File: src/rtl/bin2bcd_control.sv
// Sequential binary-to-BCD converter (shift-and-add-3, one bit per clock) that
// hands a held, saturated six-digit packed-BCD word to the seven-segment scanner.
module bin2bcd_control #(
    parameter int                BIN_W   = 20,
    parameter logic [BIN_W-1:0]  MAX_VAL = 20'd999999
) (
    input  logic             CLK,
    input  logic             RSTn,
    input  logic             Start_Sig,
    input  logic [BIN_W-1:0] Bin_Data,
    output logic [23:0]      Number_Sig,
    output logic             Done_Sig,
    output logic             Busy_Sig,
    output logic             Over_Sig
);

    typedef enum logic [1:0] {
        IDLE  = 2'd0,
        SHIFT = 2'd1,
        DONE  = 2'd2
    } state_t;

    state_t           state;
    logic [BIN_W-1:0] rBin;
    logic [23:0]      rBcd;
    logic [4:0]       rCnt;
    logic             rOver;
    logic [23:0]      bcd_adj;

    // Nibbles never exceed 9 before the adjust, so 4-bit wraparound cannot occur.
    function automatic logic [23:0] add3(input logic [23:0] bcd);
        logic [23:0] res;
        logic [3:0]  nib;
        res = bcd;
        for (int d = 0; d < 6; d++) begin
            nib = bcd[4*d +: 4];
            if (nib >= 4'd5)
                res[4*d +: 4] = nib + 4'd3;
        end
        return res;
    endfunction

    assign bcd_adj  = add3(rBcd);
    assign Busy_Sig = (state != IDLE);

    always_ff @(posedge CLK or negedge RSTn) begin
        if (!RSTn) begin
            state      <= IDLE;
            rBin       <= '0;
            rBcd       <= '0;
            rCnt       <= '0;
            rOver      <= 1'b0;
            Number_Sig <= '0;
            Done_Sig   <= 1'b0;
            Over_Sig   <= 1'b0;
        end else begin
            Done_Sig <= 1'b0;
            case (state)
                IDLE: begin
                    if (Start_Sig) begin
                        rBin  <= Bin_Data;
                        rBcd  <= '0;
                        rCnt  <= '0;
                        rOver <= (Bin_Data > MAX_VAL);
                        state <= SHIFT;
                    end
                end
                SHIFT: begin
                    rBcd <= {bcd_adj[22:0], rBin[BIN_W-1]};
                    rBin <= {rBin[BIN_W-2:0], 1'b0};
                    rCnt <= rCnt + 5'd1;
                    if (rCnt == 5'(BIN_W - 1))
                        state <= DONE;
                end
                DONE: begin
                    // Outputs move only here, so the scanner never sees a partial word.
                    Number_Sig <= rOver ? 24'h999999 : rBcd;
                    Over_Sig   <= rOver;
                    Done_Sig   <= 1'b1;
                    state      <= IDLE;
                end
                default: state <= IDLE;
            endcase
        end
    end

endmodule

File: config.mk
export PLATFORM = sky130hd
export DESIGN_NAME = bin2bcd_control
export DESIGN_NICKNAME = d
export VERILOG_FILES = /design/src/rtl/bin2bcd_control.sv
export SDC_FILE = /design/constraint.sdc
export NUM_CORES = 1
export LEC_CHECK = 0
export ABC_AREA = 0
export ABC_CLOCK_PERIOD_IN_PS = 1500
export BUFFER_PORTS_ARGS = -buffer_cell sky130_fd_sc_hd__buf_4
export CAP_MARGIN = 40
export CORE_MARGIN = 5
export CORE_UTILIZATION = 51
export DETAILED_ROUTE_END_ITERATION = 16
export HOLD_SLACK_MARGIN = 0.12
export PLACE_DENSITY = 0.75
export SLEW_MARGIN = 20
export SYNTH_ARGS = -nofsm -noshare
export SYNTH_HDL_FRONTEND = slang
export SYNTH_SLANG_ARGS = --single-unit
export TNS_END_PERCENT = 30
File: constraint.sdc
create_clock -name CLK -period 1.5 [get_ports CLK]
set_input_delay 0.225 -clock CLK [delete_from_list [all_inputs] [get_ports CLK]]
set_output_delay 0.225 -clock CLK [all_outputs]
set_load 0.05 [all_outputs]
=== Yosys cells after proc, flatten, opt, wreduce, memory -nomap -nowiden ===
Cells that the tools add are included.

* Input bits: 23
* Output and inout port bits: 27
* Flip-flop bits (word level): 78
* Logic and storage cells: 50

* Mux-type cells: 17
* Order comparisons: 7
* Equal/unequal tests: 5
* Reductions and logical operators: 6
* $add $sub $neg: 7

{| class="wikitable"
|+ Operator list
! kind !! count
|-
| $mux W24 || 2
|-
| $pmux W24 S2 || 1
|-
| $pmux W20 S2 || 1
|-
| $ge A4 B3 Y1 const B || 6
|-
| $add A4 B2 Y4 const B || 5
|-
| $gt A20 B20 Y1 const B || 1
|-
| $mux W20 || 1
|-
| $mux W4 || 5
|-
| $pmux W5 S2 || 1
|-
| $reduce_and A2 Y1 || 3
|-
| $add A5 B1 Y5 const B || 1
|-
| $eq A5 B5 Y1 const B || 1
|-
| $mux W5 || 1
|-
| $mux W2 || 2
|-
| $ne A2 B2 Y1 const B || 2
|-
| $pmux W2 S2 || 1
|-
| $reduce_bool A2 Y1 || 2
|-
| $add A3 B2 Y3 const B || 1
|-
| $mux W3 || 1
|-
| $eq A2 B1 Y1 const B || 1
|-
| $eq A2 B2 Y1 const B || 1
|-
| $logic_not A2 Y1 || 1
|-
| $mux W1 || 1
|}

=== Longest topological paths before layout ===
Gate-level depths: netlist of run 1.

* Word-level depth: 3
* Gate-level depth with buffers: 6
* Gate-level depth less buffers: 6

=== Worst setup path after synthesis of run 1 ===
No wires, ideal clock.

* Path kind: register to register
* Start: reg state[1]
* End: reg rBcd[11]
* Data arrival time: 1266 ps
* Setup time: 122 ps
* Data required time: 1378 ps
* Stages on the path, launching flop included: 6
* Period minus slack after synthesis: 1388 ps
* Slack: 112 ps
* Path buffers: 1
* Cell sequence: dfrtp_1 or3b_1 buf_6 nand2_8 o31ai_1 a32o_1

* Word-level cells in the longest chain between the ends: 3
* Elaborated cells on any way between the ends: 6

{| class="wikitable"
|+ RTL lines
! what !! RTL line !! RTL
|-
| start, declared || 23 || <nowiki>state_t state;</nowiki>
|-
| start signal, assigned || 48 || <nowiki>state <= IDLE;</nowiki>
|-
| start signal, assigned || 65 || <nowiki>state <= SHIFT;</nowiki>
|-
| start signal, assigned || 73 || <nowiki>state <= DONE;</nowiki>
|-
| $eq A2 B1 Y1 / $logic_not A2 Y1 (equally long branches) || 58 || <nowiki>case (state)</nowiki>
|-
| $reduce_bool A2 Y1 (no source line) / $ne A2 B2 Y1 (equally long branches) || n/a ||
|-
| $reduce_and A2 Y1 (no source line) || n/a ||
|-
| end signal, assigned || 69 || <nowiki>rBcd <= {bcd_adj[22:0], rBin[BIN_W-1]};</nowiki>
|-
| end, declared || 25 || <nowiki>logic [23:0] rBcd;</nowiki>
|}

Several ways; a longest one is shown, not always the timed one.
A chain may end at the register's enable or synchronous reset.

=== Worst setup path in the final report of run 1 ===
* Start: reg state[0]
* End: reg rBcd[2]

The elaborated chain is that of the path after synthesis.

==> key figures, run 1 <==
Run status
  – Status: finished, violations left
  – Violated checks: negative setup slack

CTS
  – CTS H-tree lvls: 3
  – CTS tree: done
  – TritonCTS Buffers: 9
  – Root Buffer: clkbuf_8
  – CTS clk-pin slew, worst paths: 80 ps
  – CTS sink cnt: 78
  – Clock latency on the worst-skew pair: 360 ps
  – Clock tree buffer depth: 2

Power and ir drop
  – Seq pwr share: 32.6%
  – Net Switching: between 0.004 and 0.005 W
  – Switch share: 42.06%
  – Tot Pwr: 0.01109 W
  – Comb power frac: a little over half
  – Clock network fraction of total power: about 14%
  – VDD IR max: approximately 1300 µV
  – PwrDens: about 2200 nW/µm²
  – Lkg Pwr: 2.368 nW
  – Internal power: 0.006429 W

GRT
  – Total GRT Usage: 20.66%
  – Initial antenna violation count: 0
  – Vias in the first global route: 3026
  – Largest net degree at the start of global routing: 79
  – Grt total ovfl: 0
  – First-pass GRT wire length: 14320 µm

Synth
  – FF+latch count, synth: 78
  – Adder-cell share of the synthesized area: approximately 4.5%
  – Post-synthesis net count: approximately 390
  – Mapped Cells: 350
  – Mapped Avg Cell Area: 10.28 µm²
  – Post-Synth XOR/XNOR Area: 2.920%
  – Post-synthesis compound-gate area fraction: between 15 and 20%
  – Combinational family with the most area after synthesis: compound AO/OA/AOI/OAI gates
  – Mux contribution to synthesized area: 1.981%
  – Synthesized area: 3600 µm²
  – Synth cell types: 37
  – Share of the yosys chip area belonging to registers: 54.22%
  – Post-Synth Simple-Gate Area: approximately 15%
  – Yosys Warn Count: 0

Setup path
  – Max incr delay on CP: about 400 ps
  – Critical Path Fanout Max: 6
  – Bufs and invs on worst path: 3
  – Worst Path Arrival: 1860 ps
  – Worst Path Required: between 1500 and 2000 ps
  – CP Class: flip-flop to flip-flop
  – Delay-heaviest family, CP: simple AND/OR/NAND/NOR gates
  – Crit-path slowest cell: dfrtp_1
  – Critical Path, Cell by Cell: buf_6 > buf_4 > nor3b_4 > nor2_4 > buf_12 > a22o_1
  – Kind of end point of the critical path: flip-flop
  – Worst setup SP type: flip-flop

Route
  – Antenna viol nets, final: 0
  – Drt drc: 0
  – Number of vias per cell: roughly 5.7
  – WL final: 9596 µm
  – Routed len/inst: roughly 17 µm
  – Drt first pass iters: 5
  – Via Count: 3130
  – DR iter-0 viols: 228

Finish
  – Share of cells above drive strength 1: 30.92%
  – Fill cell count: roughly 490
  – Multi-input gate area: 1595 µm²
  – N_diodes: 0
  – Layout area overhead: 37.89%
  – Register area: roughly 2000 µm²
  – # nets final: 488

STA
  – Relative slew slack: 70.43%
  – Final WS setup: -120.8 ps
  – Final Hold Fails: 0
  – Fin Hold WS: 190.8 ps
  – Tcrit/Tclk final: 108.1%
  – Slew @ Worst Pin: 443.6 ps
  – Pins Over Slew Limit: 0
  – Fmax: between 600 and 700 MHz
  – Fin crit period: ~1600 ps
  – Final setup vio count: 23
  – Unrepaired setup endpoints after global routing: true
  – Clock skew: 8.578 ps

Job
  – Max-Cap Viols: 0

Floorplanning
  – Initial core utilization: a little over half
  – Rows: 30
  – Full die area: between 8000 and 9000 µm²
  – Die Height: roughly 94 µm
  – I/O pin count: 50
  – Total core area: 6832 µm²
  – Die Span X: 94.02 µm

Min path
  – Min-Delay Path Class: primary input to flip-flop

Placement
  – Setup WS pre-CTS: -57.19 ps
  – Post-DP HPWL: 5254 µm
  – Buffers on Ports: 49
  – Placer congestion estimate: 0.7623
## cell families after synthesis
kind of cell               count (synthesis)
xor gates and xnor gates                  12
adders and majority gates                 13
buffers and inverters                     34
muxes                                      7
DFF                                       78
AOI/OAI and AO/OA                         89
and+or+nand+nor                          117
## synth_stat cells (all sizes together)
| library cell | number | area share, % |
|---|---|---|
| mux2 | 1 | 0.31 |
| a22oi | 18 | 3.8 |
| mux2i | 6 | 1.7 |
| ha | 13 | 4.5 |
| clkbuf | 9 | 0.94 |
| or2 | 1 | 0.17 |
| a32o | 6 | 1.7 |
| inv | 13 | 1.4 |
| o31ai | 13 | 2.7 |
| o32ai | 5 | 1.2 |
| o21ai | 26 | 3.6 |
| o22ai | 7 | 1.2 |
| buf | 12 | 1.9 |
| nor3b | 1 | 0.35 |
| nor2 | 18 | 1.9 |
| or3b | 1 | 0.24 |
| dfrtp | 78 | 54 |
| nor2b | 1 | 0.17 |
| nand3 | 4 | 0.56 |
| o31a | 1 | 0.24 |
| nand4 | 3 | 0.52 |
| xor2 | 6 | 1.5 |
| a21oi | 6 | 0.83 |
| a22o | 6 | 1.5 |
| nand2b | 14 | 2.5 |
| xnor2 | 6 | 1.5 |
| nand2 | 71 | 7.9 |
| nand4bb | 1 | 0.31 |
| or4 | 1 | 0.21 |
| nor3 | 1 | 0.14 |
| o41ai | 1 | 0.45 |
## sequential cells by signal, indices dropped and copies added (netlist names)
signal	flops
Number_Sig	24
rBcd	24
rBin	20
rCnt	5
state	2
Done_Sig	1
Over_Sig	1
rOver	1
## repair_timing
| action | CTS | global route |
|---|---|---|
| gates resized for setup | 14 | 32 |
| cloned | 0 | 4 |
| hold buffers | 20 | 0 |
| pin swaps | 4 | 10 |
| endpoints found under the hold margin | 97 | 0 |
| endpoints found under the setup margin | 7 | 47 |
| setup buffers | 5 | 7 |
## metal layers
metal / track usage (%) / up-vias / share of wire, %
li1: - / 1432 / -
met1: 25.45 / 1554 / 40
met2: 35.48 / 121 / 51
met3: 4.728 / 23 / 6.0
met4: 7.220 / 0 / 3.0
met5: 0 / - / 0
## cell usage in the layout (no fill, tap or decap), types with 7 or more instances in the layout
| cell type | count |
|---|---|
| nand2b_1 | 12 |
| nand2_1 | 59 |
| ha_1 | 10 |
| clkbuf_8 | 10 |
| dfrtp_1 | 77 |
| o21ai_1 | 21 |
| dlygate4sd3_1 | 20 |
| a22oi_1 | 18 |
| buf_4 | 76 |
| nor2_1 | 17 |
| nand2_2 | 11 |
| inv_1 | 9 |
| buf_12 | 7 |
| o22ai_1 | 7 |
| o31ai_1 | 12 |
## worst register-to-register path, cell delays in order (launching register included)
cell and delay, ps:
dfrtp_1 400, buf_6 130, buf_4 140, nor3b_4 310
nor2_4 140, buf_12 150, a22o_1 240
## power groups by stage
stage,Clock [W],Combinational [W],Sequential [W]
after floorplan,0,0.00283,0.00401
after global placement,0,0.00462,0.00350
after detailed placement,0,0.00484,0.00354
after CTS,0.00158,0.00512,0.00352
after global routing,0.00168,0.00638,0.00368
final,0.00157,0.00591,0.00361
## through the flow
step           setup TNS (ps)  std cells  area (µm²)  utilization, %
3_3_place_gp            -2476        500        4220           61.78
3_5_place_dp           -105.2        501        4235           62.00
5_1_grt                 -2594        552        4964           72.66
2_1_floorplan               0        350        3600               -
6_report               -908.8        552        4964           72.66
4_1_cts                -223.4        541        4708           68.92
## path summary, 6_finish.rpt
path	cells past startpoint	endpoint	slack (ps)	startpoint
max in group asynchronous	3	Number_Sig[14]$_DFFE_PN0P_	730	RSTn
setup / recovery	6	rBcd[2]$_DFFE_PN0P_	-120	state[0]$_DFFE_PN0P_
min in group asynchronous	3	rBin[6]$_DFFE_PN0P_	410	RSTn
hold reg to reg	2	Number_Sig[1]$_DFFE_PN0P_	480	Number_Sig[1]$_DFFE_PN0P_
hold / removal	3	rBin[19]$_DFFE_PN0P_	190	Bin_Data[19]
setup reg to reg	6	rBcd[2]$_DFFE_PN0P_	-120	state[0]$_DFFE_PN0P_
## area by class of cell
cell class	instances	share of cell area, %
Tap cell	96	2.420
Sequential cell	78	39.35
Timing Repair Buffer	112	21.30
Clock buffer	11	2.849
Multi-Input combinational cell	238	32.14
Inverter	13	0.9831
Clock inverter	4	0.9579
(Power assumes the default switching activity.)
==> run 2, diff against run 1 <==
--- a/config.mk
+++ b/config.mk
@@ -14,6 +14,7 @@
 export DETAILED_ROUTE_END_ITERATION = 16
 export HOLD_SLACK_MARGIN = 0.12
 export PLACE_DENSITY = 0.75
+export RECOVER_POWER = 50
 export SLEW_MARGIN = 20
 export SYNTH_ARGS = -nofsm -noshare
 export SYNTH_HDL_FRONTEND = slang
==> key figures, run 2 (synthesis results as in run 1) <==
Run status
  – Status: finished, violations left
  – Violated checks: negative setup slack

Route
  – Number of vias per cell: 5.630
  – Antenna viol nets, final: 0
  – WL final: 9634 µm
  – Drt drc: 0
  – Drt first pass iters: 6
  – Routed len/inst: 17.45 µm
  – DR iter-0 viols: about 230
  – Via Count: 3108

Finish
  – # nets final: 488
  – Layout area overhead: 37.64%
  – Commonest cells after routing, fill and taps aside: 77 x dfrtp_1, 75 x buf_4, 59 x nand2_1
  – Share of cells above drive strength 1: a little under a third
  – N_diodes: 0
  – Largest regs: Number_Sig x24, rBcd x24, rBin x20
  – Most common cell after layout, fill and taps aside: dfrtp_1
  – Multi-input gate area: 1595 µm²
  – Register area: 1953 µm²
  – Final instance area: 4955 µm²
  – Fill cell count: 485

Min path
  – Min-Delay Path Class: primary input to flip-flop
  – Hold path start: Bin_Data[19]
  – Hold endpoint: rBin[19]$_DFFE_PN0P_
  – Hold depth: 3

STA
  – Clock skew: around 11 ps
  – Fin crit period: 1620 ps
  – Fin Hold WS: around 200 ps
  – Fmax: 617.1 MHz
  – Slew @ Worst Pin: 719.7 ps
  – Final Hold Fails: 0
  – Final WS setup: -120.4 ps
  – Tcrit/Tclk final: 108.0%
  – Final setup vio count: 24
  – Relative slew slack: 52.02%
  – Pins Over Slew Limit: 0
  – Unrepaired setup endpoints after global routing: true

CTS
  – CTS tree: done
  – CTS H-tree lvls: 3
  – CTS clk-pin slew, worst paths: 80 ps
  – Clock tree buffer depth: 2
  – Clock latency on the worst-skew pair: 360 ps
  – TritonCTS Buffers: 9
  – CTS sink cnt: 78
  – Root Buffer: clkbuf_8

Power and ir drop
  – Lkg Pwr: 2.364 nW
  – VDD IR max: 1290 µV
  – PwrDens: between 2000 and 2500 nW/µm²

Setup path
  – Reg2Reg Capture Point: rBcd[2]$_DFFE_PN0P_
  – R2r setup slk: -120 ps
  – FF-to-FF path depth: 6
  – Kind of end point of the critical path: flip-flop
  – Worst setup SP type: flip-flop
  – Worst Path Arrival: 1860 ps
  – Critical Path Fanout Max: 6
  – R2r startpoint: state[0]$_DFFE_PN0P_
  – CP Class: flip-flop to flip-flop
  – Worst Path Required: between 1500 and 2000 ps

GRT
  – First-pass GRT wire length: 14320 µm
  – Grt total ovfl: 0
  – Vias in the first global route: just over 3000
  – Largest net degree at the start of global routing: 79
  – Initial antenna violation count: 0
  – Total GRT Usage: 20.66%

Floorplanning
  – Die Span X: about 94 µm
  – Initial core utilization: 52.69%
  – Rows: 30
  – Full die area: 8839 µm²
  – Die Height: 94.02 µm
  – I/O pin count: 50
  – Total core area: 6832 µm²

Placement
  – Placement Cell Area: 4235 µm²
  – Placer congestion estimate: around 0.76
  – Buffers on Ports: 49
  – Post-DP HPWL: 5254 µm

Job
  – Max-Cap Viols: 0
run 2: metrics by stage:
stage | util (%) | TNS (ps) | cells | setup slack [ps] | total power [W]
after global placement | 61.78 | -2476 | 500 | -136.7 | 0.008114
final | 72.53 | -896.9 | 552 | -120.4 | 0.01110
after CTS | 68.92 | -223.4 | 541 | -102.0 | 0.01022
after global routing | 72.53 | -2594 | 552 | -175.1 | 0.01174
after floorplan | - | 0 | 350 | 112.1 | 0.006833
after detailed placement | 62.00 | -105.2 | 501 | -57.19 | 0.008377
run 2: area by class of cell:
class,instances,share of cell area [%]
sequential,78,39.42
tap,96,2.424
multi-input combinational,238,32.20
clock inverter,4,0.9596
timing repair buffer,112,21.16
inverter,13,0.9848
clock buffer,11,2.854
run 2: worst max-delay path, cell delays in order, from the launching register on:
cell     delay [ps]
dfrtp_1         400
buf_6           130
buf_4           140
nor3b_4         310
nor2_4          140
buf_12          150
a22o_1          240
run 2: per-layer routing:
metal,vias up,wire length (µm),GRT usage (%)
met5,-,0,0
met4,0,265,7.220
met3,21,610,4.728
met2,132,4943,35.48
met1,1526,3815,25.45
li1,1429,-,-
run 2: worst max path at each step:
stage | startpoint | end | slack (ps) | depth (start not counted)
2_1_floorplan | state[1]$_DFFE_PN0P_ | rBcd[11]$_DFFE_PN0P_ | 110 | 5
3_3_place_gp | state[0]$_DFFE_PN0P_ | rBcd[22]$_DFFE_PN0P_ | -140 | 3
3_5_place_dp | state[1]$_DFFE_PN0P_ | rOver$_DFFE_PN0P_ | -60 | 3
4_1_cts | state[0]$_DFFE_PN0P_ | Busy_Sig | -100 | 4
5_1_grt | rBcd[0]$_DFFE_PN0P_ | rBcd[2]$_DFFE_PN0P_ | -180 | 7
6_report | state[0]$_DFFE_PN0P_ | rBcd[2]$_DFFE_PN0P_ | -120 | 6
run 2: timing repair:
| action | in CTS | in global routing |
|---|---|---|
| gates cloned | 0 | 4 |
| setup endpoints to repair | 7 | 47 |
| hold buffers | 20 | 0 |
| setup buffers | 5 | 7 |
| endpoints found under the hold margin | 97 | 0 |
| pin swaps | 4 | 10 |
| gates resized for setup | 14 | 32 |
run 2: report_power, final:
group	total, W	internal [W]	switching, W	leakage, nW
sequential	0.00362	0.00292	0.000698	1.01
clock	0.00157	0.000800	0.000769	0.0952
combinational	0.00592	0.00271	0.00321	1.25
==> run 3, diff against run 2 <==
--- a/config.mk
+++ b/config.mk
@@ -19,4 +19,4 @@
 export SYNTH_ARGS = -nofsm -noshare
 export SYNTH_HDL_FRONTEND = slang
 export SYNTH_SLANG_ARGS = --single-unit
-export TNS_END_PERCENT = 30
+export TNS_END_PERCENT = 100
==> constraint.sdc (replaced) <==
create_clock -name CLK -period 1.5 [get_ports CLK]
set_input_delay 0.225 -clock CLK [delete_from_list [all_inputs] [get_ports CLK]]
set_output_delay 0.225 -clock CLK [all_outputs]
set_load 0.02 [all_outputs]
==> key figures, run 3 (synthesis results as in run 1) <==
Finish
  – Layout area overhead: 37.23%
  – Register area: 1953 µm²
  – Largest regs: Number_Sig x24, rBcd x24, rBin x20
  – N_diodes: 0
  – # nets final: 488
  – Multi-input gate area: 1614 µm²
  – Fill cell count: 493
  – Share of cells above drive strength 1: 30.48%
  – Commonest cells after routing, fill and taps aside: 77 x dfrtp_1, 77 x buf_4, 61 x nand2_1

CTS
  – CTS tree: done
  – TritonCTS Buffers: 9
  – Root Buffer: clkbuf_8
  – CTS H-tree lvls: 3
  – CTS clk-pin slew, worst paths: 80 ps
  – Clock tree buffer depth: 2
  – Clock latency on the worst-skew pair: 350 ps
  – CTS sink cnt: 78

Setup path
  – Kind of end point of the critical path: flip-flop
  – Worst Path Required: 1740 ps
  – Worst setup SP type: flip-flop
  – Setup crit start: state[0]$_DFFE_PN0P_
  – CP Class: flip-flop to flip-flop
  – Worst Path Arrival: 1820 ps
  – Reg2Reg Capture Point: rBcd[2]$_DFFE_PN0P_
  – Critical Path Fanout Max: 6
  – FF-to-FF path depth: 6
  – R2r startpoint: state[0]$_DFFE_PN0P_
  – R2r setup slk: -90 ps

STA
  – Slew @ Worst Pin: between 600 and 700 ps
  – Clock skew: 8.005 ps
  – Fin crit period: 1587 ps
  – Final WS setup: -87.36 ps
  – Pins Over Slew Limit: 0
  – Final setup vio count: 21
  – Unrepaired setup endpoints after global routing: true
  – Fmax: around 630 MHz
  – Final Hold Fails: 0
  – Relative slew slack: 53.91%
  – Post-route setup TNS: -695.9 ps
  – Tcrit/Tclk final: 105.8%

Run status
  – Status: finished, violations left
  – Violated checks: negative setup slack

Power and ir drop
  – Lkg Pwr: 2.354 nW
  – Switch share: 39.35%
  – VDD IR max: 1111 µV
  – Internal power: approximately 0.0064 W
  – Seq pwr share: 34.1%
  – Comb power frac: 51.3%
  – Net Switching: 0.004161 W
  – Clock network fraction of total power: 14.7%
  – PwrDens: 2140 nW/µm²
  – Tot Pwr: ~0.011 W

GRT
  – First-pass GRT wire length: 14290 µm
  – Vias in the first global route: 3008
  – Total GRT Usage: between 20% and 30%
  – Grt total ovfl: 0
  – Initial antenna violation count: 0
  – Largest net degree at the start of global routing: 79

Placement
  – Placer congestion estimate: 0.7623
  – Post-DP HPWL: 5254 µm
  – Buffers on Ports: 49

Route
  – DR iter-0 viols: 178
  – M1 WL: ~3700 µm
  – Via Count: slightly above 3000
  – Drt drc: 0
  – Drt first pass iters: 4
  – Routed len/inst: ~17 µm
  – WL final: 9241 µm
  – WL met3: 514 µm
  – Number of vias per cell: 5.534
  – Antenna viol nets, final: 0
  – Met2 wire length: 4817 µm
  – Top Metal Used: met4

Min path
  – Hold endpoint: rBin[19]$_DFFE_PN0P_
  – Hold path start: Bin_Data[19]
  – Min-Delay Path Class: primary input to flip-flop
  – Hold depth: 3

Floorplanning
  – Full die area: 8839 µm²
  – Die Height: 94.02 µm
  – Total core area: 6832 µm²
  – Rows: 30
  – I/O pin count: 50
  – Initial core utilization: between 50% and 60%
  – Die Span X: approximately 94 µm

Job
  – Max-Cap Viols: 0
run 3: cell count changes in the layout (fill, tap and decap cells not counted), sizes merged:
cell / previous run / this run
clkbuf: 15 / 14
buf: 88 / 89
run 3: layout make-up:
class                           instances  share of cell area, %
Clock buffer                           11                  2.862
Clock inverter                          4                 0.9625
Inverter                               13                 0.9878
Multi-Input combinational cell        238                  32.67
Sequential cell                        78                  39.54
Tap cell                               96                  2.432
Timing Repair Buffer                  112                  20.54
run 3: metrics by stage:
step	setup WS [ps]	utilization [%]	cell area, µm²	cells	hold WS, ps
floorplan	112.1	-	3600	350	-70.59
global placement	-136.7	61.78	4220	500	282.7
detailed placement	-57.19	62.00	4235	501	282.1
CTS	-78.98	68.79	4700	541	188.1
global route	-176.2	72.31	4940	552	205.2
finish	-87.36	72.31	4940	552	194.4
run 3: critical path, stage by stage (launching register included):
cell     delay (ps)
dfrtp_1         410
buf_6           130
buf_6           120
nor3b_4         310
nor2_4          140
buf_12          150
a22o_1          210
run 3: power by group through the flow:
stage	sequential (W)	combinational [W]	clock (W)
after floorplan	0.00361	0.00279	0
after global placement	0.00350	0.00417	0
after detailed placement	0.00354	0.00439	0
after CTS	0.00352	0.00465	0.00158
after global routing	0.00368	0.00591	0.00166
final	0.00360	0.00542	0.00155
run 3: worst max-delay path by stage:
stage	endpoint	slack [ps]	depth (start not counted)
2_1_floorplan	rBcd[11]$_DFFE_PN0P_	110	5
3_3_place_gp	rBcd[22]$_DFFE_PN0P_	-140	3
3_5_place_dp	rOver$_DFFE_PN0P_	-60	3
4_1_cts	Busy_Sig	-80	4
5_1_grt	rBcd[2]$_DFFE_PN0P_	-180	7
6_report	rBcd[2]$_DFFE_PN0P_	-90	6
run 3: timing repair:
| item | CTS | global route |
|---|---|---|
| gates cloned | 0 | 2 |
| hold endpoints to repair | 97 | 0 |
| hold buffers | 20 | 0 |
| resized for setup | 12 | 31 |
| setup buffers | 5 | 9 |
| endpoints found under the setup margin | 7 | 47 |
| pin swaps | 4 | 12 |
run 3: layer usage:
layer,up-vias,track usage (%)
met1,1510,25.51
met5,-,0
li1,1431,-
met4,0,7.220
met3,13,4.728
met2,101,35.25
